===== src/rtl/serial_sub_compare_ctrl.sv =====
// Serial wide subtract/compare: one shared 4-bit nibble subtractor is stepped
// LSB nibble first. The borrow is chained between nibbles through a register.
// The result flags are produced when the final nibble retires.

module full_subtractor_1bit (
  input  logic a,
  input  logic b,
  input  logic bin,
  output logic d,
  output logic bout
);
  assign d    = a ^ b ^ bin;
  assign bout = (~a & b) | (~(a ^ b) & bin);
endmodule

module serial_sub_compare_ctrl #(
  parameter int NIBBLES = 4
) (
  input  logic                 clk,
  input  logic                 rst,
  input  logic                 start,
  input  logic [4*NIBBLES-1:0] a,
  input  logic [4*NIBBLES-1:0] b,
  output logic                 busy,
  output logic                 done,
  output logic [4*NIBBLES-1:0] diff,
  output logic                 borrow,
  output logic                 a_gt_b,
  output logic                 a_eq_b,
  output logic                 a_lt_b
);
  localparam int W  = 4 * NIBBLES;
  localparam int KW = (NIBBLES > 1) ? $clog2(NIBBLES) : 1;

  typedef enum logic [1:0] {IDLE, RUN, DONE} state_t;

  state_t         state, state_nxt;
  logic [W-1:0]   a_reg, b_reg, diff_nxt;
  logic           borrow_reg;
  logic [KW-1:0]  k;
  logic [3:0]     nib_a, nib_b, nib_d;
  logic [4:0]     chain;
  logic           last, load;

  assign last = (k == KW'(NIBBLES - 1));
  // start is only honoured when no operation is in flight
  assign load = start && (state == IDLE || state == DONE);

  // Pick the current nibble of each operand; a constant-index mux keeps
  // select widths exact for any NIBBLES.
  always_comb begin
    nib_a = '0;
    nib_b = '0;
    for (int i = 0; i < NIBBLES; i++)
      if (k == KW'(i)) begin
        nib_a = a_reg[4*i +: 4];
        nib_b = b_reg[4*i +: 4];
      end
  end

  // Shared nibble stage: ripple of four 1-bit subtractors, borrow-in from register
  assign chain[0] = borrow_reg;
  for (genvar g = 0; g < 4; g++) begin : g_fs
    full_subtractor_1bit u_fs (
      .a    (nib_a[g]),
      .b    (nib_b[g]),
      .bin  (chain[g]),
      .d    (nib_d[g]),
      .bout (chain[g+1])
    );
  end

  // diff with the current nibble merged in; used for write-back and the zero test
  always_comb begin
    diff_nxt = diff;
    for (int i = 0; i < NIBBLES; i++)
      if (k == KW'(i)) diff_nxt[4*i +: 4] = nib_d;
  end

  // State register
  always_ff @(posedge clk or posedge rst) begin
    if (rst) state <= IDLE;
    else     state <= state_nxt;
  end

  // Next-state and status outputs
  always_comb begin
    state_nxt = state;
    busy      = 1'b0;
    done      = 1'b0;
    case (state)
      IDLE: if (start) state_nxt = RUN;
      RUN: begin
        busy = 1'b1;
        if (last) state_nxt = DONE;
      end
      DONE: begin
        done      = 1'b1;
        state_nxt = start ? RUN : IDLE;
      end
      default: state_nxt = IDLE;
    endcase
  end

  // Datapath: operand capture, per-nibble write-back, flags on the last nibble
  always_ff @(posedge clk or posedge rst) begin
    if (rst) begin
      a_reg      <= '0;
      b_reg      <= '0;
      borrow_reg <= 1'b0;
      k          <= '0;
      diff       <= '0;
      borrow     <= 1'b0;
      a_gt_b     <= 1'b0;
      a_eq_b     <= 1'b0;
      a_lt_b     <= 1'b0;
    end else if (load) begin
      a_reg      <= a;
      b_reg      <= b;
      borrow_reg <= 1'b0;
      k          <= '0;
    end else if (state == RUN) begin
      diff       <= diff_nxt;
      borrow_reg <= chain[4];
      k          <= k + 1'b1;
      if (last) begin
        borrow <= chain[4];
        a_lt_b <= chain[4];
        a_eq_b <= (diff_nxt == '0) & ~chain[4];
        a_gt_b <= ~chain[4] & (diff_nxt != '0);
      end
    end
  end
endmodule


===== config.mk =====
export PLATFORM = sky130hd
export DESIGN_NAME = serial_sub_compare_ctrl
export DESIGN_NICKNAME = d
export VERILOG_FILES = /design/src/rtl/serial_sub_compare_ctrl.sv
export SDC_FILE = /design/constraint.sdc
export NUM_CORES = 1
export LEC_CHECK = 0
export ABC_AREA = 1
export CORE_UTILIZATION = 45
export CTS_CLUSTER_DIAMETER = 60
export DETAILED_ROUTE_END_ITERATION = 16
export PLACE_DENSITY = 0.69
export SLEW_MARGIN = 20
export SYNTH_ARGS = -nofsm -noshare
export SYNTH_HDL_FRONTEND = slang
export SYNTH_SLANG_ARGS = --single-unit

===== constraint.sdc =====
create_clock -name clk -period 5.5 [get_ports clk]
set_input_delay 1.1 -clock clk [delete_from_list [all_inputs] [get_ports clk]]
set_output_delay 1.1 -clock clk [all_outputs]
set_load 0.02 [all_outputs]

* Word-level counts from Yosys, hierarchy flattened *
Cells that the tools add are included.

word-level totals
  bits in writable memories = 0
  latch bits = 0
  word-level logic and storage cells = 81
  bits in registers = 56
  memories kept = 0
  input bits = 35
  memory bits (read-only) = 0

operators by class
  bitwise operators = 32
  multiplexer cells = 22
  add/sub/neg operators = 1
  equality and inequality tests = 7
  div/mod/pow operators = 0
  $mul = 0
  order comparisons = 0
  shift-type cells = 0
  reduce and logical (&&, ||, !) cells = 10

operators with widths
  operator               count
  $mux W4                12
  $logic_not A16 Y1      1
  $reduce_bool A16 Y1    1
  $and A1 B1 Y1          10
  $not A1 Y1             10
  $mux W2                4
  $xor A1 B1 Y1          8
  $eq A2 B2 Y1 const B   3
  $pmux W2 S3            1
  $mux W1                5
  $eq A2 B1 Y1 const B   2
  $logic_not A2 Y1       2
  $ne A2 B2 Y1 const B   2
  $or A1 B1 Y1           4
  $reduce_and A2 Y1      2
  $reduce_and A3 Y1      1
  $add A2 B1 Y2 const B  1
  $reduce_bool A2 Y1     1
  $logic_and A1 B1 Y1    1
  $logic_or A1 B1 Y1     1

* Logic depth before layout (Yosys ltp) *
  depth after elaboration = 17
  gate-level depth with buffers = 22

* By module *
Synthesis repeated with hierarchy kept, for this count alone.

unflattened totals
  cells, all modules = 297
  area total of the unflattened synthesis = 2,761.4 um^2

modules (own cells, without submodules)
  module                   area an instance (um^2)  times used  seq. area each (um^2)  cells an instance
  serial_sub_compare_ctrl  2,636.3                  1           1,401.3                281
  full_subtractor_1bit     31.3                     4           0.0                    4

* Worst setup path after synthesis *
Ideal clock, no wire load.

  kind = reg-to-reg
  from = register k[1]
  to = register a_gt_b
  setup slack = 1.859 ns
  arrival time = 3.525 ns
  stages on the path, launching flop included = 23
  required time = 5.384 ns
  library setup time = 0.116 ns
  cell sequence = dfrtp_1 -> inv_1 -> ha_1 -> buf_4 -> inv_2 -> nand2_1 -> inv_2 -> nand2_1 -> nand2_1 -> o211ai_1 -> o21ai_0 -> fa_1 -> fa_1 -> fa_1 -> fa_1 -> inv_1 -> nand2_1 -> o21ai_0 -> nand3_1 -> nor2_2 -> nand2_1 -> nand2_1 -> nand2_1

between the ends
  word-level cells in the longest chain between the ends = 17
  elaborated cells on any way between the ends = 48
  classes of those cells = eq/ne (3); mux (12); bitwise (30); reduce/logical (3)

RTL lines
  element                                                   line    source
  start: declaration                                        40      logic [KW-1:0] k;
  start signal: assignment                                  125     k <= k + 1'b1;
  $logic_not A2 Y1                                          55, 77
  $mux W4 (4 in a row)                                      55      if (k == KW'(i)) begin
  $xor A1 B1 Y1                                             12, 13
  $not A1 Y1                                                13      assign bout = (~a & b) | (~(a ^ b) & bin);
  $and A1 B1 Y1                                             13
  $or A1 B1 Y1                                              13
  $and A1 B1 Y1                                             13
  $or A1 B1 Y1                                              13
  $and A1 B1 Y1                                             13
  $or A1 B1 Y1                                              13
  $xor A1 B1 Y1 / $and A1 B1 Y1 (equally long branches)     12, 13
  $mux W4 / $or A1 B1 Y1 (equally long branches)            77, 13
  $reduce_bool A16 Y1 / $not A1 Y1 (equally long branches)  130     a_gt_b <= ~chain[4] & (diff_nxt != '0);
  $and A1 B1 Y1                                             130
  end signal: assignment                                    130
  end: declaration                                          28      output logic a_gt_b,

Several ways; a longest one is shown, not always the timed one.
A chain may end at the register's enable or synchronous reset.

* Worst setup path after layout *
Same ends and word-level chain as after synthesis.

==> results.txt <==
----------------------------------------------------
[Status]
  Outcome ... complete, no violations

[Route]
  Average via count per standard cell ... 5.060
  Initial DRT Pass Iterations ... 4
  Overall routed net length ... 5.690 mm
  Post-detailed-route DRC marker count ... 0
  Routed len/inst ... 13.23 µm
  Via count ... 2176
  Final antenna-violating net count ... 0
  Violation count after the first detailed-route iteration ... 136

[GRT]
  Number of global-route vias before repair ... 2169
  GRT Overall Usage ... 20.52%
  Maximum number of pins on one net before global-route repair ... 57
  First-pass GRT wire length ... 9.942 mm
  Antenna violations before repair ... 0
  Total global routing overflow ... 0

[Synthesis]
  Share of the yosys chip area belonging to registers ... 52.00%
  Gate Count Post-Synth ... 304
  Average instance area after synthesis ... 8.865 µm²
  Post-Synthesis Cell Area ... 2695 µm²
  Syn Nets ... 347
  Number of warnings issued by yosys ... 0
  Post-synthesis register bit count ... 56
  Count of cell types in the netlist ... 19

[Finish]
  Area of combinational cells with multiple inputs ... 1101 µm²
  Sequential cell area ... 1401 µm²
  Number of diodes ... 0
  Layout filler cell count ... 517
  Final-stage net count ... 401
  Area growth, synth to finish ... 26.28%
  Fraction of layout instances using a drive strength above 1 ... 9.497%

[Placement]
  Half-perimeter wire length of the detailed placement result ... 4.276 mm
  Worst setup timing slack at the placement stage ... 1.347 ns
  Count of input and output buffers ... 56
  Gp weighted congestion ... 0.8761

[Pwr]
  Standby leakage power ... 1.606 nW
  Largest voltage drop on the vdd net ... 0.0003484 V
  Power density relative to cell area ... 719.3 nW/µm²

[Setup path]
  Crit-path max FO ... 10
  Cell with the biggest individual delay on the critical path ... sky130_fd_sc_hd__fa_1
  Arrival time worst endpoint ... 4.40 ns
  Worst setup EP type ... flop
  Type of the worst setup path ... reg -> reg
  Data required time at the worst endpoint ... 5.70 ns
  Most frequent CP cell ... sky130_fd_sc_hd__nand2_1
  Crit-path cells ... inv_1, ha_1, inv_2, nand2_1, inv_2, nand2_1, nand2_1, o211ai_1, o21ai_0, fa_1, fa_1, fa_1, fa_1, inv_1, nand2_1, o21ai_0, nand3_1, nor2_2, nand2_1, nand2_1, nand2_1
  CP max stage delay ... 0.50 ns
  Type of origin of the critical path ... flop

[Clock network]
  Total setup buffers inserted after CTS ... 0
  Maximum number of buffers from clock root to sink ... 2
  Clock Sinks ... 56
  Post_cts resized ... 0
  TritonCTS clock tree ... yes
  Reg clk slew, reported paths ... 0.09 ns
  CTS H-Tree Depth ... 2
  Cell at the root of the clock tree ... sky130_fd_sc_hd__clkbuf_8
  TritonCTS buffer count ... 5
  Hold buffer count at cts ... 0
  Source-to-sink clock delay at the later pin of the worst-skew pair ... 0.30 ns

[STA]
  Worst setup margin ... 1.303 ns
  Maximum frequency from static timing analysis ... 0.2383 GHz
  Setup Skew ... 0.007906 ns
  Final max-slew violation count ... 0
  Worst slew margin relative to its limit ... 44.52%
  Setup TNS Final ... 0 ns
  Worst hold slack across all endpoints ... 0.4855 ns
  Period utilization ... 76.31%
  Worst slew pin tran ... 0.8313 ns
  Crit path time final ... 4.197 ns
  Setup repair after global routing missed its margin ... false
  Final hold vios ... 0
  Number of endpoints failing setup at the final stage ... 0

[Floorplan]
  Die outline width ... 79.39 µm
  Row cnt ... 27
  Chip Height ... 79.39 µm
  Io pins ... 57
  Die area ... 6303 µm²
  Effective utilization at floorplan ... 47.77%
  Area inside the core boundary ... 5642 µm²

[Job]
  Number of max-capacitance violations reported ... 0

[Worst hold path]
  Kind of path behind the tightest hold check ... reg -> reg

----------------------------------------------------
layout by cell type (no fill, tap or decap):
| cell | count |
|---|---|
| sky130_fd_sc_hd__mux2_2 | 17 |
| sky130_fd_sc_hd__inv_2 | 4 |
| sky130_fd_sc_hd__ha_1 | 4 |
| sky130_fd_sc_hd__clkbuf_8 | 7 |
| sky130_fd_sc_hd__o22ai_1 | 6 |
| sky130_fd_sc_hd__buf_4 | 3 |
| sky130_fd_sc_hd__nand2_1 | 73 |
| sky130_fd_sc_hd__nor2_2 | 3 |
| sky130_fd_sc_hd__a31oi_1 | 8 |
| sky130_fd_sc_hd__fa_1 | 4 |
| sky130_fd_sc_hd__nand3_1 | 2 |
| sky130_fd_sc_hd__dfrtp_1 | 56 |
| sky130_fd_sc_hd__o211ai_1 | 1 |
| sky130_fd_sc_hd__a21oi_1 | 26 |
| sky130_fd_sc_hd__nor2_1 | 35 |
| sky130_fd_sc_hd__inv_1 | 31 |
| sky130_fd_sc_hd__a22oi_1 | 4 |
| sky130_fd_sc_hd__o21ai_0 | 18 |
| sky130_fd_sc_hd__clkdlybuf4s50_1 | 56 |
metal layers:
layer	GRT usage, %	part of all wire [%]	vias up
li1	-	-	1084
met1	26.95	46	1020
met2	34.31	48	62
met3	3.886	4.4	10
met4	6.364	1.6	0
met5	0	0	-
Yosys cell counts:
| cell | n | area [µm²] |
|---|---|---|
| sky130_fd_sc_hd__fa_1 | 4 | 80.08 |
| sky130_fd_sc_hd__nand2_1 | 73 | 274.0 |
| sky130_fd_sc_hd__inv_1 | 32 | 120.1 |
| sky130_fd_sc_hd__o21ai_0 | 18 | 90.09 |
| sky130_fd_sc_hd__o22ai_1 | 6 | 37.54 |
| sky130_fd_sc_hd__a21oi_1 | 26 | 130.1 |
| sky130_fd_sc_hd__nand3_1 | 2 | 10.01 |
| sky130_fd_sc_hd__o211ai_1 | 1 | 7.510 |
| sky130_fd_sc_hd__dfrtp_1 | 56 | 1401 |
| sky130_fd_sc_hd__a22oi_1 | 4 | 30.03 |
| sky130_fd_sc_hd__mux2_2 | 17 | 191.4 |
| sky130_fd_sc_hd__nor2_1 | 35 | 131.4 |
| sky130_fd_sc_hd__ha_1 | 4 | 50.05 |
| sky130_fd_sc_hd__clkbuf_1 | 3 | 11.26 |
| sky130_fd_sc_hd__inv_2 | 3 | 11.26 |
| sky130_fd_sc_hd__buf_2 | 7 | 35.03 |
| sky130_fd_sc_hd__a31oi_1 | 8 | 50.05 |
| sky130_fd_sc_hd__nor2_2 | 3 | 18.77 |
| sky130_fd_sc_hd__buf_4 | 2 | 15.01 |
worst max-delay path, delay by kind of cell (launching register included):
kind / cells / cell delay, ns
AOI/OAI and AO/OA: 3 / 0.34
adders and majority gates: 5 / 2.15
buffers and inverters: 4 / 0.39
DFF: 1 / 0.41
and+or+nand+nor: 9 / 0.81
cell type report:
| class | instances | area share (%) |
|---|---|---|
| clock buffer | 7 | 2.831 |
| inverter | 35 | 3.860 |
| multi-input combinational | 201 | 32.35 |
| sequential | 56 | 41.18 |
| tap | 72 | 2.647 |
| timing repair buffer | 59 | 17.13 |
worst paths after layout:
path,cells after the start,from,endpoint,slack [ns]
setup / recovery,21,k[1],a_gt_b,1.30
max in group asynchronous,3,rst,a_reg[10],3.74
hold / removal,2,a_gt_b,a_gt_b,0.49
hold reg to reg,2,a_gt_b,a_gt_b,0.49
setup reg to reg,21,k[1],a_gt_b,1.30
min in group asynchronous,3,rst,diff[15],1.30
stage by stage:
step	utilization, %	area, µm²	cells	power, mW
final	60.32	3403	430	2.448
after global routing	60.32	3403	430	2.684
after CTS	60.32	3403	430	2.453
after detailed placement	58.62	3307	423	2.219
after global placement	58.62	3307	423	2.206
after floorplan	-	2695	304	1.756
cells by family after synthesis:
| group | after synthesis | share of synthesized area, % |
|---|---|---|
| mux | 17 | 7.103 |
| flops | 56 | 52.00 |
| buf+inv | 47 | 7.149 |
| simple gates | 113 | 16.11 |
| compound gates | 63 | 12.81 |
| fa+ha+maj | 8 | 4.828 |
where the power goes:
group | total (mW) | internal, mW | leakage (nW) | switching, mW
registers | 0.735 | 0.617 | 0.651 | 0.118
clock network | 0.234 | 0.112 | 0.0503 | 0.122
logic | 1.48 | 0.591 | 0.904 | 0.889
No activity file was read; power rests on OpenSTA's default activity.
